## config.mk

```make
export PLATFORM = sky130hd
export DESIGN_NAME = operand_a_stage
export DESIGN_NICKNAME = d
export VERILOG_FILES = /design/src/rtl/oper_pkg.sv /design/src/rtl/operand_mux.sv /design/src/rtl/operand_a_stage.sv
export SDC_FILE = /design/constraint.sdc
export NUM_CORES = 1
export LEC_CHECK = 0
export CELL_PAD_IN_SITES_DETAIL_PLACEMENT = 1
export CELL_PAD_IN_SITES_GLOBAL_PLACEMENT = 2
export CORE_MARGIN = 3
export CORE_UTILIZATION = 36
export CTS_BUF_LIST = sky130_fd_sc_hd__clkbuf_2
export CTS_CLUSTER_DIAMETER = 60
export DETAILED_ROUTE_END_ITERATION = 8
export DONT_BUFFER_PORTS = 1
export PLACE_DENSITY = 0.84
export SLEW_MARGIN = 20
export SYNTH_ARGS = -nofsm -noshare
export SYNTH_HDL_FRONTEND = slang
export SYNTH_SLANG_ARGS = --single-unit
```

## constraint.sdc

```tcl
create_clock -name clk -period 3.15 [get_ports clk]
set_input_delay 0.4725 -clock clk [delete_from_list [all_inputs] [get_ports clk]]
set_output_delay 0.4725 -clock clk [all_outputs]
set_load 0.05 [all_outputs]
```

## src/rtl/oper_pkg.sv

```systemverilog
`default_nettype none
// ============================================================================
//  Module      : oper_pkg
//  Description : Shared constants for the operand-A stage: select and
//                forwarding-hit encodings, register index width.
//  Revision    : 1.0 - initial release
// ============================================================================
package oper_pkg;

  localparam int unsigned REG_IDX_W = 5;

  // Operand source select encodings
  localparam logic [1:0] SEL_REG  = 2'b00;
  localparam logic [1:0] SEL_INC  = 2'b01;
  localparam logic [1:0] SEL_EXT  = 2'b10;
  localparam logic [1:0] SEL_DESP = 2'b11;

  // Forwarding hit encodings (debug output)
  localparam logic [1:0] FWD_NONE = 2'b00;
  localparam logic [1:0] FWD_EX   = 2'b01;
  localparam logic [1:0] FWD_MEM  = 2'b10;

endpackage : oper_pkg
`default_nettype wire

```

## src/rtl/operand_mux.sv

```systemverilog
`default_nettype none
// ============================================================================
//  Module      : operand_mux
//  Description : Combinational operand-A source selection: register value
//                with EX/MEM forwarding, increment constant, sign-extended
//                immediate, or sign-extended immediate shifted left.
//  Revision    : 1.0 - initial release
// ============================================================================
module operand_mux
  import oper_pkg::*;
#(
  parameter int unsigned WIDTH   = 32,
  parameter int unsigned IMM_W   = 16,
  parameter int unsigned INC_VAL = 4,
  parameter int unsigned DESP_SH = 2
) (
  input  logic [1:0]           sel_oper_i,
  input  logic [WIDTH-1:0]     reg_value_i,
  input  logic [REG_IDX_W-1:0] reg_addr_i,
  input  logic [IMM_W-1:0]     imm_i,
  input  logic                 fwd_ex_en_i,
  input  logic [REG_IDX_W-1:0] fwd_ex_addr_i,
  input  logic [WIDTH-1:0]     fwd_ex_data_i,
  input  logic                 fwd_mem_en_i,
  input  logic [REG_IDX_W-1:0] fwd_mem_addr_i,
  input  logic [WIDTH-1:0]     fwd_mem_data_i,
  output logic [WIDTH-1:0]     oper_o,
  output logic [1:0]           hit_o
);

  logic [WIDTH-1:0] w_sext;
  logic [WIDTH-1:0] w_reg_fwd;
  logic [1:0]       w_hit;

  // A zero-width replication is illegal, so the equal-width case is split out
  if (WIDTH > IMM_W) begin : g_ext_wide
    assign w_sext = {{(WIDTH - IMM_W){imm_i[IMM_W-1]}}, imm_i};
  end else begin : g_ext_equal
    assign w_sext = imm_i;
  end

  // Forwarding: only for register selects and never for index 0; EX wins over MEM
  always_comb begin
    w_reg_fwd = reg_value_i;
    w_hit     = FWD_NONE;
    if (sel_oper_i == SEL_REG && reg_addr_i != '0) begin
      if (fwd_ex_en_i && fwd_ex_addr_i == reg_addr_i) begin
        w_reg_fwd = fwd_ex_data_i;
        w_hit     = FWD_EX;
      end else if (fwd_mem_en_i && fwd_mem_addr_i == reg_addr_i) begin
        w_reg_fwd = fwd_mem_data_i;
        w_hit     = FWD_MEM;
      end
    end
  end

  // Final source select; shifted-out upper bits are simply truncated
  always_comb begin
    oper_o = w_reg_fwd;
    hit_o  = w_hit;
    case (sel_oper_i)
      SEL_REG:  oper_o = w_reg_fwd;
      SEL_INC:  oper_o = WIDTH'(INC_VAL);
      SEL_EXT:  oper_o = w_sext;
      SEL_DESP: oper_o = w_sext << DESP_SH;
      default:  oper_o = w_reg_fwd;
    endcase
  end

endmodule : operand_mux
`default_nettype wire

```

## src/rtl/operand_a_stage.sv

```systemverilog
`default_nettype none
// ============================================================================
//  Module      : operand_a_stage
//  Description : Registered operand-A stage between decode and the ALU.
//                One-entry valid/ready pipeline register with stall and
//                flush; source selection lives in operand_mux.
//  Revision    : 1.0 - initial release
// ============================================================================
module operand_a_stage
  import oper_pkg::*;
#(
  parameter int unsigned WIDTH   = 32,
  parameter int unsigned IMM_W   = 16,
  parameter int unsigned INC_VAL = 4,
  parameter int unsigned DESP_SH = 2
) (
  input  logic                 clk,
  input  logic                 rst_n,
  input  logic                 in_valid_i,
  output logic                 in_ready_o,
  input  logic [1:0]           sel_oper_i,
  input  logic [WIDTH-1:0]     reg_value_i,
  input  logic [REG_IDX_W-1:0] reg_addr_i,
  input  logic [IMM_W-1:0]     imm_i,
  input  logic                 fwd_ex_en_i,
  input  logic [REG_IDX_W-1:0] fwd_ex_addr_i,
  input  logic [WIDTH-1:0]     fwd_ex_data_i,
  input  logic                 fwd_mem_en_i,
  input  logic [REG_IDX_W-1:0] fwd_mem_addr_i,
  input  logic [WIDTH-1:0]     fwd_mem_data_i,
  input  logic                 flush_i,
  output logic                 out_valid_o,
  input  logic                 out_ready_i,
  output logic [WIDTH-1:0]     output_a_o,
  output logic [1:0]           fwd_hit_o
);

  logic             out_valid_q, out_valid_d;
  logic [WIDTH-1:0] output_a_q;
  logic [1:0]       fwd_hit_q;
  logic [WIDTH-1:0] w_next_oper;
  logic [1:0]       w_next_hit;
  logic             w_accept;

  operand_mux #(
    .WIDTH   (WIDTH),
    .IMM_W   (IMM_W),
    .INC_VAL (INC_VAL),
    .DESP_SH (DESP_SH)
  ) u_mux (
    .sel_oper_i     (sel_oper_i),
    .reg_value_i    (reg_value_i),
    .reg_addr_i     (reg_addr_i),
    .imm_i          (imm_i),
    .fwd_ex_en_i    (fwd_ex_en_i),
    .fwd_ex_addr_i  (fwd_ex_addr_i),
    .fwd_ex_data_i  (fwd_ex_data_i),
    .fwd_mem_en_i   (fwd_mem_en_i),
    .fwd_mem_addr_i (fwd_mem_addr_i),
    .fwd_mem_data_i (fwd_mem_data_i),
    .oper_o         (w_next_oper),
    .hit_o          (w_next_hit)
  );

  // Ready ignores flush on purpose: decode is flushed alongside and drops its handshake
  assign in_ready_o = !out_valid_q || out_ready_i;
  assign w_accept   = in_valid_i && in_ready_o && !flush_i;

  // Valid next-state: flush clears, accept sets, consume without accept clears
  always_comb begin
    out_valid_d = out_valid_q;
    if (flush_i) begin
      out_valid_d = 1'b0;
    end else if (w_accept) begin
      out_valid_d = 1'b1;
    end else if (out_valid_q && out_ready_i) begin
      out_valid_d = 1'b0;
    end
  end

  // Pipeline register: operand and hit code only change on accept, so stalls freeze them
  always_ff @(posedge clk) begin
    if (!rst_n) begin
      out_valid_q <= 1'b0;
      output_a_q  <= '0;
      fwd_hit_q   <= FWD_NONE;
    end else begin
      out_valid_q <= out_valid_d;
      if (w_accept) begin
        output_a_q <= w_next_oper;
        fwd_hit_q  <= w_next_hit;
      end
    end
  end

  assign out_valid_o = out_valid_q;
  assign output_a_o  = output_a_q;
  assign fwd_hit_o   = fwd_hit_q;

endmodule : operand_a_stage
`default_nettype wire

```

==> metrics.yaml, run 1 <==
worst_setup_path:
  slowest_delay_ns: 0.49
  path_max_fanout: 25
  slowest_stage: "nand3_1"
  critical_path_class: "register to register"
  arrival_ns: 2.63
  r2r-start: "out_valid_o$_SDFFE_PP0P_"
  required_ns: 3.45
  endpoint_kind: "register"
  rrSetupSlack_ns: 0.82
  path_cells: "nor2b_1 > inv_1 > nand3b_1 > buf_4 > nor2_1 > nand3_1 > o221a_2 > o21a_1"
  rr_endpoint: "output_a_o[17]$_SDFFE_PN0P_"
  start_kind: "register"
  worst-r2r-cell-count: 8
sta:
  drv_slew: 0
  finalClockSkew_ns: 0.0127
  slew-limit-headroom_pct: 53.4
  fmax_mhz: 429
  finalCritPeriodShare_pct: 74.1
  timing.setup.tns_ns: 0
  setup_viol: 0
  post-route-min-period_ns: 2.33
  rsz0062_at_grt: "false"
  worst_pin_slew_ns: 0.699
  whs_ns: 0.133
  finalHoldViolations: 0
cells_and_area:
  layout_commonest_cell: "nor2_1"
  num-nets-final: 415
  n_fill_cell: 768
  area_delta_synth_final_pct: 4.87
  regArea_um2: 701
  layout_common_cells: "nor2_1 (37), dfxtp_1 (35), a21oi_1 (17)"
  multiInputGateArea_mm2: 0.00161
  diodes: 0
  drive_gt1_share_pct: 13.9
pwr:
  pwr_density_cell_mw_per_mm2: 387
  seqPwrFrac_pct: 58.3
  power.total_uw: 969
  clkPwrFrac_pct: 24.5
  p_sw_share_pct: 37.6
  ir_worst_vdd_v: 0.000205
  p_sw_uw: 365
  leakage_uw: 0.000809
  comb_power_share_pct: 17.2
  internal_power_uw: 605
yosys:
  ys_warn_count: 0
  avgSynthCellArea_um2: 8.35
  syn-cell-area_mm2: 0.00239
  synth.distinct_cells: 40
  synth_top_cell_area_share_pct: 29.3
  synthCells: 286
  yosys_register_bits: 35
  syn_nets: 422
  ys_seq_area_share_pct: 29.3
  yosysTopAreaCell: "dfxtp_1"
  ys_top_cells_by_area: "dfxtp_1 (29%), o221a_2 (6.1%), nor2_1 (5.8%), mux2i_1 (5.4%), o211ai_1 (4.7%)"
grt:
  grt_max_degree: 26
  groute.usage.overall_pct: 20.6
  overflow: 0
  grt_pass1_wl_um: 12200
  antenna_found_initial: 0
  grt_pass1_vias: 2351
cts:
  cts_buffers: 5
  htreeDepth: 2
  clk_pin_slew_ns: 0.21
  hold_buffers: 0
  ctsResizeCount: 0
  clk-insertion-delay-late_ns: 0.39
  root_buffer: "clkbuf_2"
  cts_tree: "done"
  cts_setup_buffers: 0
  clock-sinks: 35
  clockBufferDepth: 2
drt:
  firstDrtPassIters: 4
  vias: 2289
  met1_length_um: 3400
  viasPerCell: 6.41
  drc: 0
  avgRoutedWirePerCell_um: 23.4
  wl_um: 8360
  drtIter0Drc: 72
  met2_length_um: 4340
  dr.max_layer_used: "met4"
  detail-route-antenna-nets: 0
  met3_length_um: 569
place:
  gp_congestion: 0.790
  dp.final_hpwl_um: 6190
  port_buffers: 0
floorplan:
  num_rows: 29
  initial_core_util_pct: 37.4
  io_pins: 172
  dieWidth_um: 87.5
  fp.dieH_um: 87.5
  fp.dieArea_mm2: 0.00765
  coreArea_mm2: 0.00639
run:
  maxCapViolCount: 0
worst_hold_path:
  min-delay-start: "flush_i"
  hp-class: "input port to register"
  min_to: "out_valid_o$_SDFFE_PP0P_"
  min_path_cells: 1
outcome:
  status: "finished, final reports clean"
==> worst max-delay path, delay by kind of cell, from the launching register on <==
kind	cells	cell delay [ns]
flip-flops	1	0.36
buffers and inverters	2	0.35
AO/OA/AOI/OAI	2	0.55
AND/OR/NAND/NOR	4	1.00
==> flip-flops by register name (all words and copies together), names as in the netlist <==
register     cells
fwd_hit_o        2
output_a_o      32
out_valid_o      1
==> cell usage after synthesis, drive strengths merged <==
library cell and number:
nor2 37, dfxtp 35, a21oi 17, nand3 16, nor2b 16, o211ai 15, o21a 15, o221a 15
or3 15, o311a 14, clkbuf 13, mux2i 13, nand2 11, buf 7, nor3b 6, xnor2 6
nor3 5, a21boi 4, a221oi 4, xor2 4, a221o 2, and2 2, nand2b 2, nand3b 2
nand4 2, o21ai 2, and3 1, inv 1, nand4b 1, nor4 1, o2111ai 1, o31ai 1
==> final cells by class <==
cell class	count	share of cell area, %
clock buffer	5	0.999
timing repair buffer	6	1.80
clock inverter	3	0.949
sequential	35	28.0
multi-input combinational	230	64.3
inverter	1	0.150
tap	77	3.85
==> worst max-delay path by stage <==
stage                                   startpoint                          end  slack [ns]  cells past startpoint
after floorplan           out_valid_o$_SDFFE_PP0P_  output_a_o[22]$_SDFFE_PN0P_        0.74                      8
after global placement                 out_ready_i  output_a_o[23]$_SDFFE_PN0P_        0.82                      8
after detailed placement               out_ready_i  output_a_o[17]$_SDFFE_PN0P_        0.79                      8
after CTS                 out_valid_o$_SDFFE_PP0P_  output_a_o[17]$_SDFFE_PN0P_        0.84                      8
after global routing      out_valid_o$_SDFFE_PP0P_  output_a_o[19]$_SDFFE_PN0P_        0.60                      8
final                     out_valid_o$_SDFFE_PP0P_  output_a_o[17]$_SDFFE_PN0P_        0.82                      8
==> power by group through the flow <==
stage,sequential (uW),clock (uW),combinational [uW]
after floorplan,571,0,145
after CTS,566,248,167
after detailed placement,575,0,166
after global routing,569,273,186
final,565,238,166
after global placement,574,0,161
==> through the flow <==
step	area, um^2	util [%]	setup WS (ns)	instances
finish	2500	39.2	0.816	357
global route	2500	39.2	0.600	357
CTS	2500	39.1	0.839	357
detailed placement	2450	38.3	0.788	349
global placement	2450	38.3	0.816	349
floorplan	2390	-	0.741	286
==> layer usage <==
layer | vias up | global-route usage, %
met1 | 1133 | 25.7
met4 | 0 | 4.60
met2 | 79 | 35.9
met3 | 5 | 4.73
li1 | 1072 | -
met5 | - | 0
==> cell families after synthesis <==
group                  count (synthesis)  synth area share, %
AND/OR/NAND/NOR                      117                 26.7
AO/OA/AOI/OAI                         90                 31.0
flip-flops                            35                 29.3
buffers and inverters                 21                 3.82
multiplexers                          13                 5.45
XOR/XNOR                              10                 3.67
No activity file was read; power rests on OpenSTA's default activity.
==> run 2, diff against run 1 <==
--- a/config.mk
+++ b/config.mk
@@ -8,12 +8,12 @@
 export CELL_PAD_IN_SITES_DETAIL_PLACEMENT = 1
 export CELL_PAD_IN_SITES_GLOBAL_PLACEMENT = 2
 export CORE_MARGIN = 3
-export CORE_UTILIZATION = 36
+export CORE_UTILIZATION = 33
 export CTS_BUF_LIST = sky130_fd_sc_hd__clkbuf_2
 export CTS_CLUSTER_DIAMETER = 60
 export DETAILED_ROUTE_END_ITERATION = 8
 export DONT_BUFFER_PORTS = 1
-export PLACE_DENSITY = 0.84
+export PLACE_DENSITY = 0.78
 export SLEW_MARGIN = 20
 export SYNTH_ARGS = -nofsm -noshare
 export SYNTH_HDL_FRONTEND = slang
==> constraint.sdc (replaced) <==
create_clock -name clk -period 2.15 [get_ports clk]
set_input_delay 0.3225 -clock clk [delete_from_list [all_inputs] [get_ports clk]]
set_output_delay 0.3225 -clock clk [all_outputs]
set_load 0.05 [all_outputs]
==> run 2 against run 1 <==
Compared with the run above:
- sequential power rose by 46%
- clock power up 34%
- first-iteration DRC count is 64% higher
- non-clock buffer count grew 9
- die area rose by 8.4%
- worst setup slack worse by 0.61 ns
- final area rose by 3.2%
- critical path depth unchanged
- critical path type unchanged
- count of clock-buffer cells in the layout up 1
- via count grew 0.52%
- highest routed layer unchanged
==> metrics.yaml, run 2 (synthesis gave the netlist of run 1 again) <==
worst_setup_path:
  arrival_ns: 2.24  # was 2.63 ns
  endpoint_kind: "register"  # unchanged
  slowest_stage: "dfxtp_2"  # was nand3_1
  crit_end: "output_a_o[28]$_SDFFE_PN0P_"  # was output_a_o[17]$_SDFFE_PN0P_
  crit_start: "out_valid_o$_SDFFE_PP0P_"  # unchanged
  start_kind: "register"  # unchanged
  required_ns: 2.45  # was 3.45 ns
  r2r-start: "out_valid_o$_SDFFE_PP0P_"  # unchanged
  slowest_delay_ns: 0.37  # was 0.49 ns
  path_max_fanout: 15  # was 25
  rr_endpoint: "output_a_o[28]$_SDFFE_PN0P_"  # was output_a_o[17]$_SDFFE_PN0P_
  path_cells: "nor2b_1 > inv_2 > nand3b_1 > nor2_2 > nand2_1 > buf_4 > o221a_2 > o21a_1"  # was nor2b_1 > inv_1 > nand3b_1 > buf_4 > nor2_1 > nand3_1 > o221a_2 > o21a_1
  critical_path_class: "register to register"  # unchanged
  worst-r2r-cell-count: 8  # unchanged
  rrSetupSlack_ns: 0.21  # was 0.82 ns
drt:
  viasPerCell: 5.98  # was 6.41
  wl_um: 8550  # was 8360 um
  avgRoutedWirePerCell_um: 22.2  # was 23.4 um
  detail-route-antenna-nets: 0  # unchanged
  drtIter0Drc: 118  # was 72
  firstDrtPassIters: 4  # unchanged
  vias: 2301  # was 2289
  drc: 0  # unchanged
cells_and_area:
  drive_gt1_share_pct: 17.0  # was 13.9%
  layout_common_cells: "nor2_1 (36), dfxtp_1 (34), a21oi_1 (17)"  # was nor2_1 (37), dfxtp_1 (35), a21oi_1 (17)
  n_fill_cell: 889  # was 768
  num-nets-final: 424  # was 415
  final_cells: 385  # was 357
  diodes: 0  # unchanged
  finalInstanceArea_mm2: 0.00258  # was 0.00250 mm^2
  layout_commonest_cell: "nor2_1"  # unchanged
  largest_register_ffs: 32  # unchanged
  area_delta_synth_final_pct: 8.22  # was 4.87%
cts:
  clockBufferDepth: 2  # unchanged
  root_buffer: "clkbuf_2"  # unchanged
  cts_tree: "done"  # unchanged
  clock-sinks: 35  # unchanged
  clk-insertion-delay-late_ns: 0.38  # was 0.39 ns
  htreeDepth: 2  # unchanged
  cts_buffers: 5  # unchanged
  cts_setup_buffers: 0  # unchanged
  clk_pin_slew_ns: 0.21  # about the same
grt:
  grt_pass1_vias: 2502  # was 2351
  overflow: 0  # unchanged
  grt_max_degree: 24  # was 26
  groute.usage.overall_pct: 19.5  # was 20.6%
  grt_pass1_wl_um: 13000  # was 12200 um
  antenna_found_initial: 0  # unchanged
sta:
  fmax_mhz: 516  # was 429 MHz
  slew-limit-headroom_pct: 63.4  # was 53.4%
  whs_ns: 0.0406  # was 0.133 ns
  setup_viol: 0  # unchanged
  timing.setup.tns_ns: 0  # unchanged
  rsz0062_at_grt: "false"  # unchanged
  finalClockSkew_ns: 0.0159  # was 0.0127 ns
  finalCritPeriodShare_pct: 90.2  # was 74.1%
  post-route-min-period_ns: 1.94  # was 2.33 ns
  worst_pin_slew_ns: 0.549  # was 0.699 ns
  finalHoldViolations: 0  # unchanged
  drv_slew: 0  # unchanged
pwr:
  seqPwrFrac_pct: 58.9  # was 58.3%
  internal_power_uw: 888  # was 605 uW
  leakage_uw: 0.000854  # was 0.000809 uW
  pwr_density_cell_mw_per_mm2: 541  # was 387 mW/mm^2
  clkPwrFrac_pct: 22.9  # was 24.5%
  comb_power_share_pct: 18.2  # was 17.2%
  p_sw_share_pct: 36.5  # was 37.6%
  p_sw_uw: 511  # was 365 uW
  power.total_uw: 1400  # was 969 uW
  ir_worst_vdd_v: 0.000236  # was 0.000205 V
floorplan:
  coreArea_mm2: 0.00691  # was 0.00639 mm^2
  io_pins: 172  # unchanged
  fp.dieH_um: 91.1  # was 87.5 um
  dieWidth_um: 91.1  # was 87.5 um
  num_rows: 30  # was 29
  fp.dieArea_mm2: 0.00829  # was 0.00765 mm^2
  initial_core_util_pct: 34.6  # was 37.4%
place:
  dpl_cell_area_mm2: 0.00253  # was 0.00245 mm^2
  dp.cells: 376  # was 349
  dp.final_hpwl_um: 6650  # was 6190 um
  port_buffers: 0  # unchanged
  gp_congestion: 0.732  # was 0.790
outcome:
  status: "finished, final reports clean"  # unchanged
worst_hold_path:
  hp-class: "input port to register"  # unchanged
run:
  maxCapViolCount: 0  # unchanged
[run 2: changes by cell type in the layout (fill, tap and decap cells not counted), sizes merged]
cell | before | now
buf | 6 | 14
dlygate4sd3 | 0 | 1
clkinvlp | 2 | 0
clkinv | 0 | 2
clkbuf | 5 | 6
inv | 2 | 1
[run 2: power groups by stage]
stage               Combinational [uW]  Clock [uW]  Sequential (uW)
floorplan                          212           0              836
global placement                   247           0              838
detailed placement                 255           0              839
CTS                                257         343              826
global route                       284         364              828
finish                             254         320              825
[run 2: metal layers]
metal  wire, um  global-route usage (%)  up-vias  part of all wire (%)
li1           -                       -     1093                     -
met1       3350                    22.0     1081                    39
met2       4240                    34.2      120                    50
met3        887                    7.95        7                    10
met4         71                    4.52        0                  0.83
met5          0                       0        -                     0
[run 2: critical path, delay by kind of cell, from the launching register on]
kind,cells,cell delay [ns]
buffers and inverters,2,0.27
flip-flops,1,0.37
AND/OR/NAND/NOR,4,0.82
AO/OA/AOI/OAI,2,0.38
[run 2: what timing repair did]
item	in CTS	in global routing
hold buffers	1	0
endpoints found under the setup margin	0	15
resized for setup	0	2
hold endpoints to repair	1	0
[run 2: stage by stage]
step	util, %	worst slack [ns]
after floorplan	-	0.0873
after global placement	36.7	0.0949
after detailed placement	36.7	0.0563
after CTS	37.4	0.128
after global routing	37.4	0.0197
final	37.4	0.211
[run 2: how the worst min path moves through the flow]
stage | depth (start not counted) | endpoint | startpoint | slack (ns)
final | 1 | output_a_o[17]$_SDFFE_PN0P_ | fwd_mem_data_i[17] | 0.04
after global placement | 1 | out_valid_o$_SDFFE_PP0P_ | flush_i | 0.39
after global routing | 1 | output_a_o[17]$_SDFFE_PN0P_ | fwd_mem_data_i[17] | 0.002
after detailed placement | 1 | out_valid_o$_SDFFE_PP0P_ | flush_i | 0.41
after floorplan | 1 | out_valid_o$_SDFFE_PP0P_ | flush_i | 0.39
after CTS | 1 | output_a_o[17]$_SDFFE_PN0P_ | fwd_mem_data_i[17] | 0.005
[run 2: cell type report]
type                    instances  area (um^2)  area share (%)
flip-flops and latches         35          702            27.2
clock buffers                   6         30.0            1.16
repair buffers                 15          115            4.45
well taps                      96          120            4.65
inverters                       1         3.75           0.145
multi-input cells             230         1610            62.1
clock inverters                 2         7.51           0.290
==> run 3, diff against run 2 <==
--- a/config.mk
+++ b/config.mk
@@ -18,3 +18,4 @@
 export SYNTH_ARGS = -nofsm -noshare
 export SYNTH_HDL_FRONTEND = slang
 export SYNTH_SLANG_ARGS = --single-unit
+export TNS_END_PERCENT = 20
==> results of run 3 <==
Same layout as run 2: the final DEF is identical, and so are final timing and power.
